File: src/rtl/cache_port_arbiter.sv
// Two-port (instruction fetch / data load-store) arbiter in front of a single-ported cache.
// Optional macro ARB_DPRIO_EN: data side wins every conflict instead of round-robin.
module cache_port_arbiter #(
   parameter int WDOG_W = 8
) (
   input  logic        CPU_CLK,
   input  logic        RST,
   input  logic        i_req,
   input  logic [31:0] i_addr,
   output logic        i_ack,
   output logic [31:0] i_rdata,
   input  logic        d_req,
   input  logic [31:0] d_addr,
   input  logic        d_we,
   input  logic [31:0] d_wdata,
   input  logic        d_force_miss,
   output logic        d_ack,
   output logic [31:0] d_rdata,
   output logic [31:0] cache_precycle_addr,
   output logic        cache_precycle_we,
   output logic        cache_precycle_enable,
   output logic        cache_precycle_force_miss,
   output logic [31:0] cache_datao,
   input  logic [31:0] cache_datai,
   input  logic        cache_busy,
   output logic        arb_timeout,
   output logic        last_grant
);

   // state | meaning
   // IDLE  | no access in flight; sample requests, issue when cache not busy
   // LOOK  | cache tag lookup cycle after issue
   // CHECK | first result cycle; complete on hit, else wait
   // WAIT  | miss in progress; watchdog counting
   typedef enum logic [1:0] {IDLE, LOOK, CHECK, WAIT} state_t;

   state_t              state_q, state_d;
   logic                gnt_q, gnt_d;
   logic                last_q, last_d;
   logic                tmo_q, tmo_d;
   logic                i_ack_q, i_ack_d;
   logic                d_ack_q, d_ack_d;
   logic [31:0]         i_rdata_q, i_rdata_d;
   logic [31:0]         d_rdata_q, d_rdata_d;
   logic [WDOG_W-1:0]   wdog_q, wdog_d;
   logic [WDOG_W-1:0]   wdog_inc;
   logic                pick_d;
   logic                complete;
   logic [31:0]         cpl_data;
   logic                pc_en;

`ifdef ARB_DPRIO_EN
   assign pick_d = d_req;
`else
   assign pick_d = d_req & (~i_req | ~last_q);
`endif

   assign wdog_inc = wdog_q + WDOG_W'(1);

   always_comb begin
      state_d                   = state_q;
      gnt_d                     = gnt_q;
      last_d                    = last_q;
      tmo_d                     = tmo_q;
      wdog_d                    = '0;
      i_ack_d                   = 1'b0;
      d_ack_d                   = 1'b0;
      i_rdata_d                 = i_rdata_q;
      d_rdata_d                 = d_rdata_q;
      cache_precycle_addr       = '0;
      cache_precycle_we         = 1'b0;
      cache_precycle_force_miss = 1'b0;
      cache_datao               = '0;
      pc_en                     = 1'b0;
      complete                  = 1'b0;
      cpl_data                  = cache_datai;
      case (state_q)
         IDLE: begin
            if (!cache_busy && (i_req || d_req)) begin
               pc_en   = 1'b1;
               gnt_d   = pick_d;
               last_d  = pick_d;
               state_d = LOOK;
               if (pick_d) begin
                  cache_precycle_addr       = d_addr;
                  cache_precycle_we         = d_we;
                  cache_precycle_force_miss = d_force_miss;
                  cache_datao               = d_wdata;
               end else begin
                  cache_precycle_addr = i_addr;
               end
            end
         end
         LOOK:  state_d = CHECK;
         CHECK: begin
            if (cache_busy) state_d = WAIT;
            else            complete = 1'b1;
         end
         WAIT: begin
            if (!cache_busy) begin
               complete = 1'b1;
            end else if (wdog_inc == '1) begin
               // cache never answered: release the requester with a poison value
               complete = 1'b1;
               cpl_data = 32'hFFFF_FFFF;
               tmo_d    = 1'b1;
            end else begin
               wdog_d = wdog_inc;
            end
         end
         default: state_d = IDLE;
      endcase
      if (complete) begin
         state_d = IDLE;
         if (gnt_q) begin
            d_ack_d   = 1'b1;
            d_rdata_d = cpl_data;
         end else begin
            i_ack_d   = 1'b1;
            i_rdata_d = cpl_data;
         end
      end
   end

   always_ff @(posedge CPU_CLK) begin
      if (RST) begin
         state_q   <= IDLE;
         gnt_q     <= 1'b0;
         last_q    <= 1'b1;
         tmo_q     <= 1'b0;
         wdog_q    <= '0;
         i_ack_q   <= 1'b0;
         d_ack_q   <= 1'b0;
         i_rdata_q <= '0;
         d_rdata_q <= '0;
      end else begin
         state_q   <= state_d;
         gnt_q     <= gnt_d;
         last_q    <= last_d;
         tmo_q     <= tmo_d;
         wdog_q    <= wdog_d;
         i_ack_q   <= i_ack_d;
         d_ack_q   <= d_ack_d;
         i_rdata_q <= i_rdata_d;
         d_rdata_q <= d_rdata_d;
      end
   end

   assign cache_precycle_enable = pc_en & ~RST;
   assign i_ack       = i_ack_q;
   assign d_ack       = d_ack_q;
   assign i_rdata     = i_rdata_q;
   assign d_rdata     = d_rdata_q;
   assign arb_timeout = tmo_q;
   assign last_grant  = last_q;

endmodule

File: config.mk
export PLATFORM = sky130hd
export DESIGN_NAME = cache_port_arbiter
export DESIGN_NICKNAME = d
export VERILOG_FILES = /design/src/rtl/cache_port_arbiter.sv
export SDC_FILE = /design/constraint.sdc
export NUM_CORES = 1
export LEC_CHECK = 0
export ABC_AREA = 1
export BUFFER_PORTS_ARGS = -buffer_cell sky130_fd_sc_hd__buf_2
export CORE_MARGIN = 5
export CORE_UTILIZATION = 47
export DETAILED_ROUTE_END_ITERATION = 16
export PLACE_DENSITY_LB_ADDON = 0.12
export RECOVER_POWER = 100
export SKIP_CTS_REPAIR_TIMING = 1
export SLEW_MARGIN = 40
export SYNTH_ARGS = -nofsm -noshare
export SYNTH_HDL_FRONTEND = slang
export SYNTH_SLANG_ARGS = --single-unit
File: constraint.sdc
create_clock -name CPU_CLK -period 4.38 [get_ports CPU_CLK]
set_input_delay 0.219 -clock CPU_CLK [delete_from_list [all_inputs] [get_ports CPU_CLK]]
set_output_delay 0.219 -clock CPU_CLK [all_outputs]
set_load 0.02 [all_outputs]
==> flow_summary.ini, run 1 <==
[run_status]
status = complete, but fails checks
violations = capacitance limit, slew limit

[placed_design]
port_buffers = 269
place_hpwl_um = 9630
place_area_um2 = 5700
place.gp.congestion = 0.890

[critical_path]
reg2regPathDepth = 11
crit_fanout = 33
r2r_end = d_rdata[9]
arrival_ns = 3.02
crit_required_ns = 4.16
slowest_stage = nand3_1
startpoint_type = flop
endpoint_kind = primary output
path_cells = nand2_1 -> nand2_1 -> buf_4 -> inv_2 -> nand3_1 -> clkbuf_1 -> nor2_1 -> clkbuf_1
reg2reg_slack_ns = 1.49
critPathKind = reg -> out
crit_path_max_incr_delay_ns = 0.86
timing.rr.start = wdog_q[0]

[worst_hold_path]
hold-path-cell-count = 2
hold_end = d_ack
min_from = RST
worstHoldPathType = in -> reg

[power]
switching_power_uw = 578
p_leak_nw = 3.34
seqPwrFrac_pct = 45.6
p_int_mw = 1.09
powerDensity_nw_per_um2 = 293
pwr-share-clk_pct = 27.8
peakVddDrop_mv = 0.187
switching_share_pct = 34.7
combinationalPowerShare_pct = 26.6

[floorplanning]
core_area_um2 = 9110
start_util_pct = 47.7
die_area_um2 = 11300
num_rows = 35
fp.dieW_um = 106
dieHeight_um = 106
io_pins = 270

[clocking]
htreeDepth = 3
cts_buffer_depth = 2
path_clk_slew_ns = 0.08
tritoncts = built
clock_latency_ns = 0.35
clockRootBuffer = clkbuf_8
numCtsBuffers = 9
clock-sinks = 79

[routing]
wl_per_cell_um = 11.4
dr_total_vias = 4834
drt_iter0_markers = 227
firstDrtPassIters = 4
vias_per_cell = 4.30
wirelength_um = 12800
postRouteAntennaNets = 0
drc = 0

[synthesis]
synthFlopType = dfxtp_1
ys_warn_count = 0
ys_ff_latch = 79
async_reset_ff_share_pct = 0
syn-mean-instance-area_um2 = 5.73
synth_nets = 899
netlist_area_um2 = 4350
yosysMostFrequentCell = nor2_1
synthTopCellsByArea = dfxtp_1 36%, nor2_1 21%, nand2_1 16%
ys_seq_area_share_pct = 36.4
synth_top_area_share_pct = 36.4
ys_top_cells_by_count = 238 x nor2_1, 188 x nand2_1, 149 x inv_1
synth.largest_area_cell = dfxtp_1
synth_edf_count = 0
synthDistinctLibCells = 22
syn_inst = 758

[final_layout]
drive_gt1_share_pct = 16.6
diodes = 0
area_growth_pct = 30.8
fin_area_um2 = 5680
num-nets-final = 1150
fin_util_pct = 62.4

[global_routing]
grt_usage_pct = 21.9
grtUsageMet2_pct = 37.5
grt_pass1_wl_um = 20500
grt_max_degree = 67
grtUsageMet3_pct = 6.07
grt_pass1_vias = 4328
top_usage_layer = met2
overflow = 0
antenna_found_initial = 0
use_met1_pct = 27.5

[sta]
tns_ns = 0
drv_slew = 34
skew_ns = 0.00835
setup_viol = 0
slew_headroom_pct = -4.43
max_freq_ghz = 0.309
fin_crit_sh_pct = 73.9
finalHoldViolations = 0
rsz0062_at_grt = false
period_needed_ns = 3.24
tightest_slew_ns = 1.57

[job]
max_cap_viol_count = 1
-- layer usage --
metal	part of all wire, %	wire length (um)
met5	0	0
met4	0.98	125
met3	8.0	1020
met2	47	6050
met1	44	5610
-- area by class of cell --
class,instances,area [um^2]
fillers,1007,3420
multi-input cells,492,2010
flip-flops and latches,79,1580
repair buffers,276,1220
inverters,151,567
well taps,111,139
clock buffers,10,128
clock inverters,6,37.5
-- per-stage QoR --
stage | hold WS, ns | instances | worst slack [ns] | power, mW
finish | 0.192 | 1125 | 1.14 | 1.67
detailed placement | 0.445 | 1109 | 1.46 | 1.24
global placement | 0.439 | 1109 | 1.10 | 1.24
global route | 0.191 | 1125 | 0.814 | 1.77
CTS | 0.175 | 1125 | 1.07 | 1.71
floorplan | 0.288 | 758 | 2.57 | 1.07
-- sequential cells by signal, summed over array words and instances, names as in the netlist --
| name | flops |
|---|---|
| gnt_q | 1 |
| wdog_q | 8 |
| d_ack | 1 |
| i_rdata | 32 |
| i_ack | 1 |
| arb_timeout | 1 |
| last_grant | 1 |
| state_q | 2 |
| d_rdata | 32 |
-- cells in the final DEF, fill, tap and decap left out --
cell type / count
nand2_2: 1
nand3_4: 1
nor2_1: 238
inv_1: 148
buf_2: 137
a21oi_1: 4
clkinv_2: 3
nand3_2: 2
o21ai_0: 1
nor3_1: 32
o211ai_1: 1
inv_2: 3
o21bai_1: 1
buf_4: 3
xnor2_1: 1
nand3_1: 10
ha_1: 6
clkbuf_1: 136
clkinvlp_4: 3
clkbuf_2: 1
nand2_1: 189
dfxtp_1: 79
or2_2: 2
nor2_2: 3
clkbuf_8: 9
-- kinds of logic after synthesis --
| kind of cell | after synthesis | share of synthesized area, % |
|---|---|---|
| compound gates | 7 | 0.921 |
| xor+xnor | 1 | 0.202 |
| fa+ha+maj | 6 | 1.73 |
| buf+inv | 187 | 17.4 |
| flops | 79 | 36.4 |
| simple gates | 478 | 43.3 |
-- worst max-delay path by stage --
stage | startpoint | endpoint | slack, ns | depth (start not counted)
after floorplan | wdog_q[0] | d_rdata[10] | 2.57 | 15
after global placement | last_grant | cache_datao[10] | 1.10 | 8
after detailed placement | last_grant | cache_datao[3] | 1.46 | 8
after CTS | last_grant | cache_datao[3] | 1.07 | 8
after global routing | last_grant | cache_datao[7] | 0.81 | 8
final | last_grant | cache_datao[7] | 1.14 | 8
-- critical path: cells and delay by family (launching register included) --
kind                   cells  cell delay [ns]
AND/OR/NAND/NOR            4             1.07
buffers and inverters      4             1.26
flip-flops                 1             0.32
-- power by group through the flow --
stage | Clock, mW | Combinational (mW) | Sequential [mW]
after floorplan | 0 | 0.268 | 0.800
after global placement | 0 | 0.465 | 0.775
after detailed placement | 0 | 0.464 | 0.776
after CTS | 0.484 | 0.465 | 0.759
after global routing | 0.513 | 0.497 | 0.763
final | 0.464 | 0.443 | 0.760
Power figures use the tool's default switching activity.
==> run 2: changes to the inputs <==
CORE_UTILIZATION = 39   (was 47)
clock period = 2.9 ns   (was 4.38 ns; I/O delays follow)
==> flow_summary.ini, run 2 (synthesis results as in run 1) <==
[placed_design]
place_hpwl_um = 10300
port_buffers = 269
place_area_um2 = 5760
place.gp.congestion = 0.858

[power]
powerDensity_nw_per_um2 = 471
peakVddDrop_mv = 0.270
p_total_mw = 2.73
p_leak_nw = 3.37

[critical_path]
path_cells = ha_1 -> nand2_1 -> inv_1 -> nand2_1 -> nand2_1 -> nor2_1 -> nand2_1 -> nor2_1 -> nand2_1 -> nand2_1 -> nand3_1 -> clkbuf_4 -> nor2_1 -> nor2_1
crit_path_max_incr_delay_ns = 0.42
crit_start = wdog_q[0]
worst-path-buf-inv = 2
crit_required_ns = 3.14
endpoint_kind = flop
arrival_ns = 2.54
critPathKind = reg -> reg
crit_path_frequent_cell = nand2_1
startpoint_type = flop
crit_fanout = 65
path_delay_family = simple AND/OR/NAND/NOR gates
slowest_stage = clkbuf_4
timing.rr.start = wdog_q[0]

[sta]
period_needed_ns = 2.30
setup_viol = 0
rsz0062_at_grt = false
finalHoldViolations = 0
tightest_slew_ns = 0.704
max_freq_ghz = 0.434
tns_ns = 0
drv_slew = 0
skew_ns = 0.0133
fin_crit_sh_pct = 79.4
slew_headroom_pct = 53.1

[global_routing]
grtUsageMet2_pct = 32.6
grt_usage_pct = 19.2
antenna_found_initial = 0
overflow = 0
grt_pass1_vias = 4440
grt_max_degree = 66
grtUsageMet3_pct = 3.29
grt_pass1_wl_um = 20700
top_usage_layer = met2
use_met1_pct = 24.5

[worst_hold_path]
worstHoldPathType = in -> reg
min_from = RST

[final_layout]
fillers = 1216
diodes = 0
layout_commonest_cell = nor2_1
final_cell_mix = 238 x nor2_1, 189 x nand2_1, 148 x inv_1
area_growth_pct = 33.2
fin_area_um2 = 5790
drive_gt1_share_pct = 16.5
num-nets-final = 1153

[floorplanning]
num_rows = 38
dieHeight_um = 116
io_pins = 270
core_area_um2 = 10900
fp.dieW_um = 116
start_util_pct = 39.9
die_area_um2 = 13400

[clocking]
tritoncts = built
htreeDepth = 3
cts_buffer_depth = 2
numCtsBuffers = 9
clock_latency_ns = 0.35
path_clk_slew_ns = 0.09
clock-sinks = 79
clockRootBuffer = clkbuf_8

[routing]
vias_per_cell = 4.22
postRouteAntennaNets = 0
dr_total_vias = 4879
drc = 0
drt_iter0_markers = 272
wirelength_um = 13400
firstDrtPassIters = 4
wl_per_cell_um = 11.5

[run_status]
status = completed

[job]
max_cap_viol_count = 0
## run 2: final timing paths
path                 endpoint  cells after the start  slack [ns]
setup / recovery   i_rdata[2]                     14        0.60
hold / removal    arb_timeout                      2        0.05
setup reg to reg   i_rdata[2]                     14        0.60
hold reg to reg   arb_timeout                      2        0.45
## run 2: per-stage QoR
stage	instances	hold slack, ns	util [%]	setup slack, ns
floorplan	758	0.214	-	1.09
global placement	1141	0.416	52.9	0.797
detailed placement	1141	0.416	52.9	0.701
CTS	1157	0.0278	55.0	0.673
global route	1157	0.0546	53.2	0.295
finish	1157	0.0457	53.2	0.597
## run 2: cell type report
class / instances / area [um^2] / share of cell area, %
clock buffer: 10 / 128 / 2.20
clock inverter: 6 / 91.3 / 1.58
inverter: 151 / 567 / 9.79
multi-input combinational: 492 / 2000 / 34.5
sequential: 79 / 1580 / 27.3
tap: 140 / 175 / 3.03
timing repair buffer: 279 / 1250 / 21.5
## run 2: report_power, final
part	internal (mW)	switching [mW]	total [mW]	leakage (nW)
clock	0.492	0.418	0.910	0.111
combinational	0.214	0.456	0.670	2.63
sequential	1.12	0.0257	1.15	0.637
## run 2: per-layer routing
layer / wire (um) / vias to the layer above / part of all wire, %
li1: - / 2661 / -
met1: 5800 / 2018 / 43
met2: 6210 / 181 / 46
met3: 1060 / 19 / 7.9
met4: 295 / 0 / 2.2
met5: 0 / - / 0
